File: src/rtl/cu_dispatch.sv
// Two-stage compute-instruction issue: E1 decode/read, E2 writeback for MUL/SHF, hazard stall, sticky status.
// Optional stall cycle counter enabled by defining CU_DISPATCH_STALL_CNT_EN.
module cu_dispatch #(
  parameter int RF_DATASIZE   = 16,
  parameter int ADDRESS_WIDTH = 4,
  parameter int SIGNAL_WIDTH  = 3
) (
  input  logic                     clk,
  input  logic                     rst,
  input  logic                     in_valid,
  output logic                     in_ready,
  input  logic [31:0]              in_instr,
  output logic [ADDRESS_WIDTH-1:0] ps_rf_xA,
  output logic [ADDRESS_WIDTH-1:0] ps_rf_yA,
  output logic [ADDRESS_WIDTH-1:0] ps_rf_wrtA,
  output logic [SIGNAL_WIDTH-1:0]  ps_xb_cuEn,
  output logic                     ps_xb_dmEn,
  output logic                     ps_alu_en,
  output logic [1:0]               ps_alu_cls,
  output logic                     ps_mul_en,
  output logic                     ps_mul_otreg,
  output logic [3:0]               ps_mul_dtsts,
  output logic [1:0]               ps_mul_cls,
  output logic                     ps_shf_en,
  output logic [1:0]               ps_shf_cls,
  input  logic                     mul_ps_ov,
  input  logic                     mul_ps_mn,
  input  logic                     shf_ovflag,
  input  logic                     shf_zeroflag,
  output logic [3:0]               astat,
  input  logic                     astat_clr,
  output logic [15:0]              stall_cnt
);
  localparam logic [1:0] U_ALU = 2'b00, U_MUL = 2'b01, U_SHF = 2'b10, U_DM = 2'b11;

  logic [1:0]               in_unit;
  logic [ADDRESS_WIDTH-1:0] in_rn, in_rx, in_ry;
  logic                     conflict, accept;

  logic                     v1_q, v1_d, v2_q, v2_d, ot1_q, ot1_d, mul2_q, mul2_d;
  logic [1:0]               unit1_q, unit1_d, cls1_q, cls1_d;
  logic [3:0]               dts1_q, dts1_d, astat_q, astat_d;
  logic [ADDRESS_WIDTH-1:0] rn1_q, rn1_d, rx1_q, rx1_d, ry1_q, ry1_d, rn2_q, rn2_d;
  logic                     e1_alu, e1_mul, e1_shf, e1_dm, e1_ms, e2_mul, e2_shf;

  logic unused_ok;
  assign unused_ok = (^in_instr[10:0]) ^ (RF_DATASIZE == 0);

  assign in_unit = in_instr[31:30];
  assign in_rn   = in_instr[29:26];
  assign in_rx   = in_instr[25:22];
  assign in_ry   = in_instr[21:18];

  assign e1_alu = v1_q && (unit1_q == U_ALU);
  assign e1_mul = v1_q && (unit1_q == U_MUL);
  assign e1_shf = v1_q && (unit1_q == U_SHF);
  assign e1_dm  = v1_q && (unit1_q == U_DM);
  assign e1_ms  = e1_mul || e1_shf;
  assign e2_mul = v2_q && mul2_q;
  assign e2_shf = v2_q && !mul2_q;

  // A MUL/SHF in E1 writes next cycle from E2: E1 writers would collide, readers of rn would be stale.
  assign conflict = e1_ms && ((in_unit == U_ALU) || (in_unit == U_DM) ||
                              (in_rx == rn1_q) || (in_ry == rn1_q));
  assign in_ready = !conflict;
  assign accept   = in_valid && in_ready;

  always_comb begin
    v1_d    = accept;
    unit1_d = unit1_q;
    rn1_d   = rn1_q;
    rx1_d   = rx1_q;
    ry1_d   = ry1_q;
    cls1_d  = cls1_q;
    dts1_d  = dts1_q;
    ot1_d   = ot1_q;
    if (accept) begin
      unit1_d = in_unit;
      rn1_d   = in_rn;
      rx1_d   = in_rx;
      ry1_d   = in_ry;
      cls1_d  = in_instr[17:16];
      dts1_d  = in_instr[15:12];
      ot1_d   = in_instr[11];
    end
    v2_d   = e1_ms;
    mul2_d = e1_ms ? e1_mul : mul2_q;
    rn2_d  = e1_ms ? rn1_q : rn2_q;
    // Clear first, then OR in this cycle's flags so a same-cycle set survives.
    astat_d = (astat_clr ? 4'b0000 : astat_q) |
              {e2_shf & shf_zeroflag, e2_shf & shf_ovflag, e2_mul & mul_ps_mn, e2_mul & mul_ps_ov};
  end

  always_ff @(posedge clk or posedge rst) begin
    if (rst) begin
      v1_q    <= 1'b0;
      unit1_q <= U_ALU;
      rn1_q   <= '0;
      rx1_q   <= '0;
      ry1_q   <= '0;
      cls1_q  <= 2'b00;
      dts1_q  <= 4'h0;
      ot1_q   <= 1'b0;
      v2_q    <= 1'b0;
      mul2_q  <= 1'b0;
      rn2_q   <= '0;
      astat_q <= 4'h0;
    end else begin
      v1_q    <= v1_d;
      unit1_q <= unit1_d;
      rn1_q   <= rn1_d;
      rx1_q   <= rx1_d;
      ry1_q   <= ry1_d;
      cls1_q  <= cls1_d;
      dts1_q  <= dts1_d;
      ot1_q   <= ot1_d;
      v2_q    <= v2_d;
      mul2_q  <= mul2_d;
      rn2_q   <= rn2_d;
      astat_q <= astat_d;
    end
  end

  assign ps_rf_xA     = (v1_q && !e1_dm) ? rx1_q : '0;
  assign ps_rf_yA     = (v1_q && !e1_dm) ? ry1_q : '0;
  assign ps_rf_wrtA   = (e1_alu || e1_dm) ? rn1_q : (v2_q ? rn2_q : '0);
  assign ps_xb_cuEn   = {e2_mul, e2_shf, e1_alu};
  assign ps_xb_dmEn   = e1_dm;
  assign ps_alu_en    = e1_alu;
  assign ps_alu_cls   = e1_alu ? cls1_q : 2'b00;
  assign ps_mul_en    = e1_mul;
  assign ps_mul_otreg = e1_mul & ot1_q;
  assign ps_mul_dtsts = e1_mul ? dts1_q : 4'h0;
  assign ps_mul_cls   = e1_mul ? cls1_q : 2'b00;
  assign ps_shf_en    = e1_shf;
  assign ps_shf_cls   = e1_shf ? cls1_q : 2'b00;
  assign astat        = astat_q;

`ifdef CU_DISPATCH_STALL_CNT_EN
  logic [15:0] stall_q, stall_d;
  always_comb begin
    stall_d = stall_q;
    if (in_valid && !in_ready && (stall_q != 16'hFFFF)) stall_d = stall_q + 16'd1;
  end
  always_ff @(posedge clk or posedge rst) begin
    if (rst) stall_q <= 16'h0000;
    else     stall_q <= stall_d;
  end
  assign stall_cnt = stall_q;
`else
  assign stall_cnt = 16'h0000;
`endif
endmodule

File: config.mk
export PLATFORM = sky130hd
export DESIGN_NAME = cu_dispatch
export DESIGN_NICKNAME = d
export VERILOG_FILES = /design/src/rtl/cu_dispatch.sv
export SDC_FILE = /design/constraint.sdc
export NUM_CORES = 1
export LEC_CHECK = 0
export CAP_MARGIN = 20
export CORE_AREA = 2 2 78 80
export CTS_CLUSTER_SIZE = 12
export DETAILED_ROUTE_END_ITERATION = 16
export DIE_AREA = 0 0 80 82
export PLACE_DENSITY = 0.89
export SKIP_LAST_GASP = 1
export SLEW_MARGIN = 20
export SYNTH_ARGS = -nofsm -noshare
export SYNTH_HDL_FRONTEND = slang
export SYNTH_SLANG_ARGS = --single-unit
File: constraint.sdc
create_clock -name clk -period 2.25 [get_ports clk]
set_input_delay 0.5625 -clock clk [delete_from_list [all_inputs] [get_ports clk]]
set_output_delay 0.5625 -clock clk [all_outputs]
set_load 0.01 [all_outputs]
==> impl_metrics.env, run 1 <==
export IMPL_outcome="finished with violations"
export IMPL_violations="negative setup slack"
export IMPL_worstHoldEndpoint="rn2_q[0]"
export IMPL_grt_usage=0.2420
export IMPL_place_gp_congestion=0.9081
export IMPL_grt_pass1_wl_mm=12.16
export IMPL_path_clk_slew_ns=0.07
export IMPL_setup_viol=2
export IMPL_max_freq_ghz=0.4312
export IMPL_regArea_um2=803.3
export IMPL_p_total_mw=4.634
export IMPL_vias=2618
export IMPL_die_area_um2=6560
export IMPL_reg2regPathDepth=13
export IMPL_reg2reg_from="unit1_q[0]"
export IMPL_path_max_fanout=2
export IMPL_viasPerCell=5.729
export IMPL_final_cell_count_no_fill=457
export IMPL_r2r_end="rn2_q[0]"
export IMPL_fin_nets=421
export IMPL_cts_sinks=32
export IMPL_crit_arrival_ns=1.76
export IMPL_clock_skew_ns=0.005409
export IMPL_ys_seq_area_frac=0.3239
export IMPL_die_x_um=80
export IMPL_reg2reg_slack_ns=0.08
export IMPL_crit_type="input port to output pin"
export IMPL_start_kind="input port"
export IMPL_start_util=0.4303
export IMPL_drive_above_1_share=0.2984
export IMPL_cts_root_buffer="clkbuf_8"
export IMPL_synth_area_top_cells="dfrtp_1 (32%), nand2_1 (7.7%), buf_4 (6.1%)"
export IMPL_std_cell_rows=28
export IMPL_syn_area_um2=2472
export IMPL_ys_warn_count=0
export IMPL_hold_depth=1
export IMPL_hold_path_startpoint="rn2_q[0]"
export IMPL_antenna_cells=0
export IMPL_io_pins=91
export IMPL_hold_class="register to register"
export IMPL_antenna_found_initial=0
export IMPL_drt_total_wl_mm=7.857
export IMPL_syn_avg_cell_area_um2=8.525
export IMPL_dp_hpwl_mm=4.698
export IMPL_slew_viol_final=0
export IMPL_cts_tree="yes"
export IMPL_area_growth_pct=42.97
export IMPL_rsz0062_at_grt="yes"
export IMPL_drc=0
export IMPL_drt_wirelength_per_cell_um=17.19
export IMPL_htree_levels=2
export IMPL_cts_hold_buf=0
export IMPL_clkLatencyLatePin_ns=0.29
export IMPL_ys_seq_elements=32
export IMPL_end_kind="output pin"
export IMPL_ir_worst_vdd_mv=0.5940
export IMPL_hold_viol=0
export IMPL_yosysTopAreaCell="dfrtp_1"
export IMPL_maxCapViolations=0
export IMPL_cp_required_ns=1.69
export IMPL_grt_max_degree=39
export IMPL_synthCells=290
export IMPL_powerDensity_nw_per_um2=1311
export IMPL_cts_made_buffers=5
export IMPL_ant_nets=0
export IMPL_grt_overflow=0
export IMPL_coreArea_um2=5746
export IMPL_cts_buffer_depth=2
export IMPL_leakagePower_nw=1.760
export IMPL_yosysUniqueCellTypes=34
export IMPL_synth_top_area_share=0.3239
export IMPL_io_buffers=63
export IMPL_fp_dieH_um=82
export IMPL_drt_iter0_markers=270
export IMPL_layout_setup_ws_ns=-0.06884
export IMPL_multiInputGateArea_um2=1567
export IMPL_grt_pass1_vias=2464
export IMPL_min_period_over_period=1.031
export IMPL_dr_pass1_iters=4
export IMPL_period_minus_slack_ns=2.319
export IMPL_dp_cells=427
export IMPL_fillers=473
-- cell usage in the layout (no fill, tap or decap), drive strengths merged, types with 16 or more instances in the layout --
cell / instances
buf: 63
nand2: 51
dfrtp: 32
clkdlybuf4s50: 27
and3: 21
and2: 20
a21oi: 18
clkbuf: 18
or3b: 17
a221oi: 17
o211ai: 16
conb: 16
-- registers in the layout, summed over array words and instances (netlist names) --
name and flops:
astat 4, v1_q 1, rn1_q 4, rn2_q 4, mul2_q 1, v2_q 1
ot1_q 1, rx1_q 4, ry1_q 4, unit1_q 2, cls1_q 2, dts1_q 4
-- cell families after synthesis --
| family | after synthesis | synth area share |
|---|---|---|
| xor+xnor | 10 | 0.03543 |
| mux | 4 | 0.01619 |
| simple gates | 120 | 0.2692 |
| buf+inv | 49 | 0.1179 |
| flops | 32 | 0.3239 |
| compound gates | 74 | 0.2358 |
| other cells | 1 | 0.001517 |
-- metal layers --
metal | global-route usage | share of wire | vias up
met5 | 0 | 0 | -
met4 | 0.09661 | 0.028 | 0
met3 | 0.04945 | 0.068 | 24
met2 | 0.4133 | 0.51 | 132
met1 | 0.2998 | 0.39 | 1265
li1 | - | - | 1197
-- synth_stat cells (all sizes together) --
master and number:
nand2 51, buf 32, dfrtp 32, and3 21
and2 20, a21oi 18, a221oi 17, or3b 17
o211ai 16, clkbuf 11, xnor2 9, inv 6
a41oi 5, nand3 5, a21o 4, a22o 4
a2bb2oi 4, mux2i 4, o21ai 4, nand2b 2
a21boi 1, and4 1, conb 1, nor2b 1
nor3b 1, o21bai 1, or2 1, xor2 1
-- worst max-delay path by stage --
stage / startpoint / to / depth (start not counted)
CTS: in_instr[23] / in_ready / 6
floorplan: unit1_q[0] / ps_rf_wrtA[0] / 5
finish: in_instr[18] / in_ready / 6
detailed placement: in_instr[22] / in_ready / 6
global route: in_instr[31] / in_ready / 6
global placement: in_instr[24] / in_ready / 6
-- worst max-delay path, stage by stage --
cell and delay [ns]:
clkdlybuf4s50_1 0.56, xnor2_2 0.15, a41oi_2 0.18, nand2b_4 0.12, nand2_1 0.05, clkbuf_2 0.14
-- power breakdown --
group          internal, mW  switching [mW]  total, mW
logic                  1.43            1.41       2.84
registers             0.850           0.325       1.17
clock network         0.391           0.230      0.621
-- per-stage QoR --
stage | TNS (ns) | area (um^2) | setup WS (ns) | util | hold slack, ns
floorplan | 0 | 2529 | 0.1832 | - | 0.4497
CTS | -2.020 | 3485 | -0.2085 | 0.6065 | 0.4885
global route | -0.3823 | 3535 | -0.08546 | 0.6152 | 0.5126
finish | -0.1011 | 3535 | -0.06884 | 0.6152 | 0.4847
detailed placement | -3.777 | 3194 | -0.4712 | 0.5560 | 0.4731
global placement | -2.126 | 3194 | -0.4489 | 0.5560 | 0.4609
-- repair_timing --
action	CTS	global route
setup buffers	20	5
pin swaps	6	9
endpoints found under the setup margin	28	30
hold endpoints to repair	0	0
gates resized for setup	75	64
-- area by class of cell --
class | count | share of cell area
Clock buffer | 7 | 0.02726
Clock inverter | 1 | 0.008496
Inverter | 6 | 0.007788
Multi-Input combinational cell | 224 | 0.4432
Sequential cell | 32 | 0.2273
Tap cell | 75 | 0.02655
Timing Repair Buffer | 112 | 0.2595
(Power assumes the default switching activity.)
==> inputs of run 2 (changes only) <==
--- a/config.mk
+++ b/config.mk
@@ -8,7 +8,7 @@
 export CAP_MARGIN = 20
-export CORE_AREA = 2 2 78 80
+export CORE_AREA = 2 2 94 96
 export CTS_CLUSTER_SIZE = 12
 export DETAILED_ROUTE_END_ITERATION = 16
-export DIE_AREA = 0 0 80 82
-export PLACE_DENSITY = 0.89
+export DIE_AREA = 0 0 96 98
+export PLACE_DENSITY = 0.68
 export SKIP_LAST_GASP = 1
==> constraint.sdc (replaced) <==
create_clock -name clk -period 2.25 [get_ports clk]
set_input_delay 0.3375 -clock clk [delete_from_list [all_inputs] [get_ports clk]]
set_output_delay 0.3375 -clock clk [all_outputs]
set_load 0.01 [all_outputs]
==> run 2 against run 1 <==
  * The flow now finishes without violations
  * Core utilization fell by 21 points
  * Global-route usage fell by 8.4 points
  * Count of clock-buffer cells in the layout fell by 2
  * Via count fell by 9.0%
  * Register-to-register slack improved by 0.36 ns
  * Maximum frequency rose by 5.8%
  * Critical path depth fell by 1
  * Non-clock buffer count fell by 21
  * Sequential share of layout area rose by 0.89 points
  * Die area rose by 43%
  * Clock power fell by 8.1%
  * Critical endpoint is now ps_rf_xA[0]
  * Highest routed layer unchanged
==> impl_metrics.env, run 2 (synthesized netlist as in run 1, its figures left out) <==
export IMPL_outcome="finished clean"
export IMPL_hold_class="input port to asynchronous set/reset pin"
export IMPL_drt_wirelength_per_cell_um=15.39
export IMPL_clkLatencyLatePin_ns=0.29
export IMPL_cp_required_ns=1.91
export IMPL_start_util=0.2920
export IMPL_dp_hpwl_mm=4.833
export IMPL_antenna_found_initial=0
export IMPL_crit_type="register to output pin"
export IMPL_path_max_fanout=7
export IMPL_routedLengthMet1_mm=3.112
export IMPL_drive_above_1_share=0.1519
export IMPL_ir_worst_vdd_mv=0.4844
export IMPL_ant_nets=0
export IMPL_period_minus_slack_ns=2.191
export IMPL_cts_tree="yes"
export IMPL_rsz0062_at_grt="yes"
export IMPL_coreArea_um2=8466
export IMPL_max_freq_ghz=0.4564
export IMPL_leakagePower_nw=1.674
export IMPL_crit_arrival_ns=1.85
export IMPL_setup_viol=0
export IMPL_cts_root_buffer="clkbuf_8"
export IMPL_highest_layer="met4"
export IMPL_grt_usage=0.1581
export IMPL_holdWs_ns=0.4332
export IMPL_worst_slew_pin_slew_ns=0.9171
export IMPL_setup_tns_ns=0
export IMPL_grt_pass1_vias=2364
export IMPL_dr_pass1_iters=4
export IMPL_min_period_over_period=0.9738
export IMPL_die_area_um2=9408
export IMPL_htree_levels=2
export IMPL_maxCapViolations=0
export IMPL_path_clk_slew_ns=0.08
export IMPL_dr_wl_met3_um=403
export IMPL_clock_skew_ns=0.007621
export IMPL_grt_max_degree=39
export IMPL_start_kind="register"
export IMPL_final_cell_mix="nand2_1 (49), clkdlybuf4s50_1 (39), dfrtp_1 (30), buf_4 (27)"
export IMPL_die_x_um=96
export IMPL_cts_sinks=32
export IMPL_relSlewSlack=0.3879
export IMPL_cts_buffer_depth=2
export IMPL_viasPerCell=5.070
export IMPL_hold_viol=0
export IMPL_antenna_cells=0
export IMPL_io_buffers=63
export IMPL_drt_iter0_markers=149
export IMPL_drc=0
export IMPL_grt_overflow=0
export IMPL_vias=2383
export IMPL_mostFrequentLayoutCell="nand2_1"
export IMPL_cts_hold_buf=0
export IMPL_cts_made_buffers=5
export IMPL_grt_pass1_wl_mm=11.70
export IMPL_slew_viol_final=0
export IMPL_std_cell_rows=34
export IMPL_dp_cells=451
export IMPL_fin_nets=401
export IMPL_end_kind="output pin"
export IMPL_area_growth_pct=37.55
export IMPL_powerDensity_nw_per_um2=1219
export IMPL_final_cell_count_no_fill=470
export IMPL_fp_dieH_um=98
export IMPL_io_pins=91
export IMPL_place_gp_congestion=0.7885
export IMPL_dr_wl_met2_mm=3.661
export IMPL_drt_total_wl_mm=7.233
==> run 2: per-layer routing <==
layer | up-vias | GRT usage
met5 | - | 0
met2 | 80 | 0.2714
met1 | 1144 | 0.2017
met4 | 0 | 0.03407
li1 | 1154 | -
met3 | 5 | 0.03395
==> run 2: cell type report <==
cell class / instances / area (um^2)
Fill cell: 836 / 5065
Multi-Input combinational cell: 224 / 1466
Timing Repair Buffer: 91 / 852.1
Sequential cell: 32 / 803.3
Tap cell: 108 / 135.1
Clock buffer: 5 / 68.82
Clock inverter: 3 / 42.54
Inverter: 6 / 25.02
Timing Repair inverter: 1 / 7.507
==> run 2: through the flow <==
stage                     instance area, um^2  setup slack (ns)  power, mW  utilization
after global routing                     3401          -0.08495      4.461       0.4017
final                                    3401           0.05899      4.146       0.4017
after CTS                                3334          -0.04985      4.105       0.3939
after global placement                   3168          -0.09301      3.360       0.3742
after detailed placement                 3168           -0.1221      3.459       0.3742
after floorplan                          2529            0.4082      2.545            -
==> run 2: worst paths after layout <==
path / slack, ns / start / end / cells after the start
min in group clk: 0.48 / rn2_q[0] / rn2_q[0] / 1
worst min register to register: 0.48 / rn2_q[0] / rn2_q[0] / 1
worst min-delay path: 0.43 / rst / astat[2] / 3
worst max-delay path: 0.06 / unit1_q[1] / ps_rf_xA[0] / 5
worst max register to register: 0.44 / rn1_q[1] / rx1_q[2] / 5
max in group asynchronous: 1.49 / rst / unit1_q[0] / 3
==> run 2: critical path: stages, from the launching register on <==
cell and delay, ns:
dfrtp_2 0.44, buf_4 0.15, a21boi_1 0.14, buf_4 0.17, and2_1 0.13, clkdlybuf4s50_1 0.53
==> run 2: timing repair <==
action,CTS,global route
cloned,1,0
resized for setup,24,15
buffers inserted,6,4
endpoints found under the hold margin,0,0
setup endpoints to repair,19,17
pin swaps,4,1
==> run 2: power breakdown <==
part,total [mW],internal (mW),leakage [nW],switching (mW)
clock network,0.571,0.328,0.0541,0.243
logic,2.44,1.19,1.24,1.24
registers,1.14,0.850,0.383,0.287
